**src/rtl/pattern_detector_pkg.sv**
```systemverilog
// Shared types and helpers for the parametrised serial pattern detector.
package pattern_detector_pkg;

  typedef enum logic {
    S_FILL,
    S_ARMED
  } state_e;

  // Width of the fill counter, which must hold values 0..pat_w.
  function automatic int unsigned fill_width(input int unsigned pat_w);
    return $clog2(pat_w + 1);
  endfunction

endpackage

```
**src/rtl/pd_sat_counter.sv**
```systemverilog
// Saturating match counter with a sticky overflow flag; clear has priority over increment.
module pd_sat_counter #(
  parameter int unsigned CNT_W = 16
) (
  input  logic             clk_i,
  input  logic             rst_i,
  input  logic             inc_i,
  input  logic             clr_i,
  output logic [CNT_W-1:0] count_o,
  output logic             sat_o
);

  logic [CNT_W-1:0] count_q;
  logic             sat_q;

  always_ff @(posedge clk_i or posedge rst_i) begin
    if (rst_i) begin
      count_q <= '0;
      sat_q   <= 1'b0;
    end else if (clr_i) begin
      count_q <= '0;
      sat_q   <= 1'b0;
    end else if (inc_i) begin
      // At all-ones the count holds and the extra match is recorded in sat.
      if (count_q == '1) begin
        sat_q <= 1'b1;
      end else begin
        count_q <= count_q + 1'b1;
      end
    end
  end

  assign count_o = count_q;
  assign sat_o   = sat_q;

endmodule

```
**src/rtl/pattern_detector_param.sv**
```systemverilog
// Serial bit-pattern detector with run-time loadable pattern and overlap mode.
module pattern_detector_param
  import pattern_detector_pkg::*;
#(
  parameter int unsigned      PAT_W           = 5,
  parameter int unsigned      CNT_W           = 16,
  parameter logic [PAT_W-1:0] PAT_DEFAULT     = 5'b10110,
  parameter logic             OVERLAP_DEFAULT = 1'b0
) (
  input  logic             clk_i,
  input  logic             rst_i,
  input  logic             valid_i,
  input  logic             d_i,
  input  logic             cfg_load_i,
  input  logic [PAT_W-1:0] pattern_i,
  input  logic             overlap_i,
  input  logic             clear_i,
  output logic             pattern_o,
  output logic [CNT_W-1:0] count_o,
  output logic             sat_o
);

  localparam int unsigned      FILL_W    = fill_width(PAT_W);
  localparam logic [FILL_W-1:0] FILL_FULL = FILL_W'(PAT_W);

  state_e            state_q;
  logic [PAT_W-1:0]  hist_q;
  logic [FILL_W-1:0] fill_q;
  logic [PAT_W-1:0]  pat_q;
  logic              ovl_q;
  logic              pattern_q;

  logic              accept_d;
  logic [PAT_W-1:0]  hist_d;
  logic [FILL_W-1:0] fill_d;
  logic              match_d;

  // The fill counter only saturates in S_ARMED, so the state selects the saturated value.
  always_comb begin
    accept_d = valid_i & ~cfg_load_i;
    hist_d   = {hist_q[PAT_W-2:0], d_i};
    fill_d   = (state_q == S_ARMED) ? FILL_FULL : fill_q + 1'b1;
    match_d  = accept_d && (fill_d == FILL_FULL) && (hist_d == pat_q);
  end

  always_ff @(posedge clk_i or posedge rst_i) begin
    if (rst_i) begin
      state_q   <= S_FILL;
      hist_q    <= '0;
      fill_q    <= '0;
      pat_q     <= PAT_DEFAULT;
      ovl_q     <= OVERLAP_DEFAULT;
      pattern_q <= 1'b0;
    end else begin
      pattern_q <= match_d;
      if (cfg_load_i) begin
        pat_q   <= pattern_i;
        ovl_q   <= overlap_i;
        hist_q  <= '0;
        fill_q  <= '0;
        state_q <= S_FILL;
      end else if (accept_d) begin
        if (match_d && !ovl_q) begin
          hist_q  <= '0;
          fill_q  <= '0;
          state_q <= S_FILL;
        end else begin
          hist_q  <= hist_d;
          fill_q  <= fill_d;
          state_q <= (fill_d == FILL_FULL) ? S_ARMED : S_FILL;
        end
      end
    end
  end

  pd_sat_counter #(
    .CNT_W(CNT_W)
  ) u_sat_counter (
    .clk_i  (clk_i),
    .rst_i  (rst_i),
    .inc_i  (match_d),
    .clr_i  (clear_i),
    .count_o(count_o),
    .sat_o  (sat_o)
  );

  assign pattern_o = pattern_q;

endmodule

```
**config.mk**
```make
export PLATFORM = sky130hd
export DESIGN_NAME = pattern_detector_param
export DESIGN_NICKNAME = d
export VERILOG_FILES = /design/src/rtl/pattern_detector_pkg.sv /design/src/rtl/pd_sat_counter.sv /design/src/rtl/pattern_detector_param.sv
export SDC_FILE = /design/constraint.sdc
export NUM_CORES = 1
export LEC_CHECK = 0
export CAP_MARGIN = 20
export CORE_MARGIN = 8
export CORE_UTILIZATION = 40
export DETAILED_ROUTE_END_ITERATION = 8
export DONT_BUFFER_PORTS = 1
export HOLD_SLACK_MARGIN = 0.12
export SLEW_MARGIN = 20
export SYNTH_ARGS = -nofsm -noshare
export SYNTH_HDL_FRONTEND = slang
export SYNTH_SLANG_ARGS = --single-unit
```
**constraint.sdc**
```tcl
create_clock -name clk_i -period 2.5 [get_ports clk_i]
set_input_delay 0.25 -clock clk_i [delete_from_list [all_inputs] [get_ports clk_i]]
set_output_delay 0.25 -clock clk_i [all_outputs]
set_load 0.05 [all_outputs]
```
=== Word level (Yosys, flattened, before mapping) ===
Index checks and enable logic that the tools add are counted.

* Flip-flop bits (word level): 32
* Input bits: 12
* Output and inout port bits: 18
* Logic and storage cells: 42

* Add/sub/neg operators: 2
* Eq/ne operators: 4
* Muxes and demuxes: 17
* Bitwise gates (word level): 2
* Reduce and logical (&&, ||, !) cells: 9

{| class="wikitable"
|+ Operator list
! operator !! number
|-
| 16-bit two-way mux || 3
|-
| 16-bit by 1-bit adder with 16-bit output (second input constant) || 1
|-
| 16-bit == test (second input constant) || 1
|-
| 3-bit two-way mux || 4
|-
| 4-bit two-way mux || 3
|-
| 1-bit two-way mux || 7
|-
| 2-bit nonzero test || 3
|-
| 5-bit == test || 1
|-
| 2-bit AND reduction || 2
|-
| 3-bit by 1-bit adder with 3-bit output (second input constant) || 1
|-
| 3-bit == test (second input constant) || 1
|-
| 1-bit logical AND || 3
|-
| 2-bit != test (second input constant) || 1
|-
| 1-bit bitwise AND || 1
|-
| 1-bit zero test || 1
|-
| 1-bit inverter || 1
|}

=== Logic depth before layout (Yosys ltp) ===
* Depth in word-level cells: 9
* Gate-level depth with buffers: 8
* Depth with buffers taken out: 7

=== By module ===
Synthesis repeated with hierarchy kept, for this count alone.

* Cell total of the unflattened synthesis: 167
* Area total of the unflattened synthesis: 1739.2 µm²

{| class="wikitable"
|+ By module, submodules not included
! module !! times used !! cells an instance !! area each (µm²) !! seq. area each (µm²)
|-
| pd_sat_counter || 1 || 104 || 993.5 || 425.4
|-
| pattern_detector_param || 1 || 63 || 745.7 || 379.1
|}

=== Least setup slack after synthesis ===
OpenSTA, ideal clock, no wires.

* Kind: reg2reg
* Start point: register fill_q[0]
* End point: register u_sat_counter.count_q[8], in the netlist u_sat_counter.count_o[8]
* Library setup time: 0.125 ns
* Arrival: 2.149 ns
* Data required time: 2.375 ns
* Slack: 0.227 ns
* Stages on the path, launching flop included: 8
* Path buffers: 1
* Period minus slack after synthesis: 2.273 ns
* Cells stage by stage: dfrtp_1 > ha_1 > o21bai_1 > o211ai_2 > or3_4 > buf_6 > nor4b_1 > mux2_2

* Cells in the longest elaborated chain, start to end: 7

{| class="wikitable"
|+ Ends and longest elaborated chain
! what !! RTL line !! text
|-
| from (decl) || pattern_detector_param.sv:28 || <nowiki>logic [FILL_W-1:0] fill_q;</nowiki>
|-
| from (signal assigned) || pattern_detector_param.sv:69 || <nowiki>fill_q <= fill_d;</nowiki>
|-
| 3-bit by 1-bit adder with 3-bit output || pattern_detector_param.sv:42 || <nowiki>fill_d = (state_q == S_ARMED) ? FILL_FULL : fill_q + 1'b1;</nowiki>
|-
| 3-bit two-way mux || pattern_detector_param.sv:42 ||
|-
| 3-bit == test || pattern_detector_param.sv:43 || <nowiki>match_d = accept_d && (fill_d == FILL_FULL) && (hist_d == pat_q);</nowiki>
|-
| 1-bit logical AND (2 in a row) || pattern_detector_param.sv:43 ||
|-
| 2-bit nonzero test (no source line) || - ||
|-
| 2-bit AND reduction (no source line) || - ||
|-
| to (signal assigned) || pd_sat_counter.sv:28 || <nowiki>count_q <= count_q + 1'b1;</nowiki>
|-
| to (decl) || pd_sat_counter.sv:13 || <nowiki>logic [CNT_W-1:0] count_q;</nowiki>
|}

No other way between the ends.
A chain may end at the register's enable or synchronous reset.

=== Final worst setup path ===
* Start point: register fill_q[0]
* End point: register u_sat_counter.count_q[12], in the netlist u_sat_counter.count_o[12]

The elaborated chain is that of the path after synthesis.

==> metrics.yaml <==
timing:
  max_freq_mhz: 424
  finalWorstSetupSlack_ns: 0.140
  hold_viol_final: 0
  finalSetupViolCount: 0
  period_share_pct: 94.4
  clock_skew_ns: 0.00259
  rsz0062_at_grt: "no"
  slew_violations: 0
  tns_ns: 0
  maxSlewHeadroom_pct: 53.5
  hold_ws_ns: 0.123
  tightestPinTransition_ns: 0.692
  timing.final.crit_period_ns: 2.36
detailed_routing:
  routed_wl_mm: 3.99
  first_pass_iters: 5
  dr_total_vias: 1392
  drc_errors: 0
  wl_per_cell_um: 16.3
  via_per_inst: 5.68
  ant_nets: 0
  drt-initial-drc-count: 54
cells_and_area:
  final_common_cell: "dfrtp_1"
  drive_above_1_share_pct: 22.6
  fin_area_um2: 2050
  syn2layout_area_growth_pct: 22.3
  antennaDiodeCount: 0
  layout_common_cells: "dfrtp_1, buf_4, a21oi_1"
  num-nets-final: 208
placed_design:
  dp_hpwl_mm: 2.82
  pre_cts_slack_ns: 0.156
  port-buffer-count: 0
  gp_congestion: 0.777
  placed_area_um2: 1840
die:
  core_area_um2: 4030
  dieArea_um2: 6520
  fp.dieW_um: 80.8
  io_pins: 30
  rows: 23
  dieHeight_um: 80.8
  start_util_pct: 41.6
power:
  p_per_area_nw_per_um2: 545
  ir_drop_v: 0.000368
  leakage_nw: 0.867
global_routing:
  track_usage_pct: 12.9
  grt_max_degree: 33
  grt_pass1_vias: 1375
  antenna_found_initial: 0
  grt_pass1_wl_mm: 6.59
  grt_overflow: 0
run:
  drv_cap: 0
status:
  status: "completed"
setup_path:
  crit_arrival_ns: 2.53
  criticalPathCategory: "reg2reg"
  cp-start-kind: "flop"
  crit_required_ns: 2.67
  critPathMaxFanout: 22
  end_kind: "flop"
yosys:
  synth_top_flop_cell: "dfrtp_1"
  synth_edf_count: 0
  synth.avg_cell_area_um2: 10.1
  syn_area_um2: 1680
  ys_seq_elements: 32
  yosysWarningCount: 0
  syn_nets: 180
  syn_inst: 166
  synth_seq_area_share_pct: 47.9
  synth_cell_types: 38
  synthArstFlopShare_pct: 100
clocking:
  insertion_delay_ns: 0.29
  clockBufferDepth: 2
  post-cts-setup-buffer-count: 0
  cts_buffers: 5
  path_clk_slew_ns: 0.07
  cts_tree: "built"
  htreeDepth: 2
  cts_root_buf: "clkbuf_8"
  cts_sinks: 32
hold_path:
  hp-class: "in2reg"
worst max-delay path, stage by stage (launching register included):
cell	delay [ns]
dfrtp_1	0.41
ha_1	0.32
o21bai_1	0.18
o211ai_2	0.12
or3_4	0.51
nor4_1	0.33
mux2_2	0.38
cell type report:
cell class,instances,area [µm²]
inverter,7,26.3
sequential,32,805
clock inverter,2,35.0
tap,50,62.6
fill,375,1980
clock buffer,6,72.6
timing repair buffer,30,250
multi-input combinational,118,801
state kept, by name (all words and copies together), names as in the netlist:
signal                 cells
u_sat_counter.count_o     16
pat_q                      5
hist_q                     4
fill_q                     3
ovl_q                      1
pattern_o                  1
state_q                    1
u_sat_counter.sat_o        1
synth_stat cells (all sizes together) (4+ instances only):
| cell | n | area (µm²) |
|---|---|---|
| buf | 4 | 27.5 |
| dfrtp | 29 | 726 |
| o31ai | 7 | 52.6 |
| nand4 | 4 | 25.0 |
| a21oi | 16 | 80.1 |
| or4 | 7 | 52.6 |
| nand2 | 10 | 37.5 |
| xnor2 | 5 | 43.8 |
| mux2 | 10 | 113 |
| clkbuf | 5 | 18.8 |
| inv | 7 | 26.3 |
| nand3 | 8 | 40.0 |
| nor2 | 9 | 33.8 |
| nor2b | 4 | 25.0 |
metrics by stage:
step,std cells,util [%],total power [mW]
finish,245,50.9,1.12
global route,245,50.9,1.16
CTS,245,50.9,1.13
detailed placement,227,45.8,0.613
global placement,227,45.8,0.611
floorplan,166,-,0.609
cell families (layout without fill, tap and decap cells):
family / after synthesis / count (layout) / synth area share, %
compound gates: 37 / 37 / 14.9
flops: 32 / 32 / 47.9
simple gates: 63 / 63 / 21.5
buf+inv: 16 / 45 / 4.33
mux: 10 / 10 / 6.71
xor+xnor: 6 / 6 / 3.13
fa+ha+maj: 2 / 2 / 1.49
per-layer routing:
layer  global-route usage, %  routed length [µm]
met1                    16.3                1780
met2                    19.3                1820
met3                    4.97                 319
met4                    5.00                  58
met5                       0                   0
repair_timing:
item	4_1_cts	5_1_grt
gates resized for setup	0	0
hold buffers	10	0
hold endpoints to repair	53	0
report_power, final:
group / internal, mW / total, mW / switching [mW]
Clock: 0.296 / 0.498 / 0.202
Combinational: 0.0388 / 0.0735 / 0.0347
Sequential: 0.536 / 0.548 / 0.0116
Total: 0.871 / 1.12 / 0.248
final timing paths:
| check | from | to | slack [ns] | cells after the start |
|---|---|---|---|---|
| max | fill_q[0]$_DFFE_PP0P_ | u_sat_counter.count_o[12]$_DFFE_PP0P_ | 0.14 | 6 |
| min | valid_i | fill_q[1]$_DFFE_PP0P_ | 0.12 | 2 |
| max reg2reg | fill_q[0]$_DFFE_PP0P_ | u_sat_counter.count_o[12]$_DFFE_PP0P_ | 0.14 | 6 |
| min reg2reg | pat_q[0]$_DFFE_PP0P_ | pat_q[0]$_DFFE_PP0P_ | 0.53 | 1 |
| max in group asynchronous | rst_i | pat_q[1]$_DFFE_PP1P_ | 1.69 | 3 |
| min in group asynchronous | rst_i | u_sat_counter.count_o[8]$_DFFE_PP0P_ | 0.48 | 3 |
No activity file was read; power rests on OpenSTA's default activity.
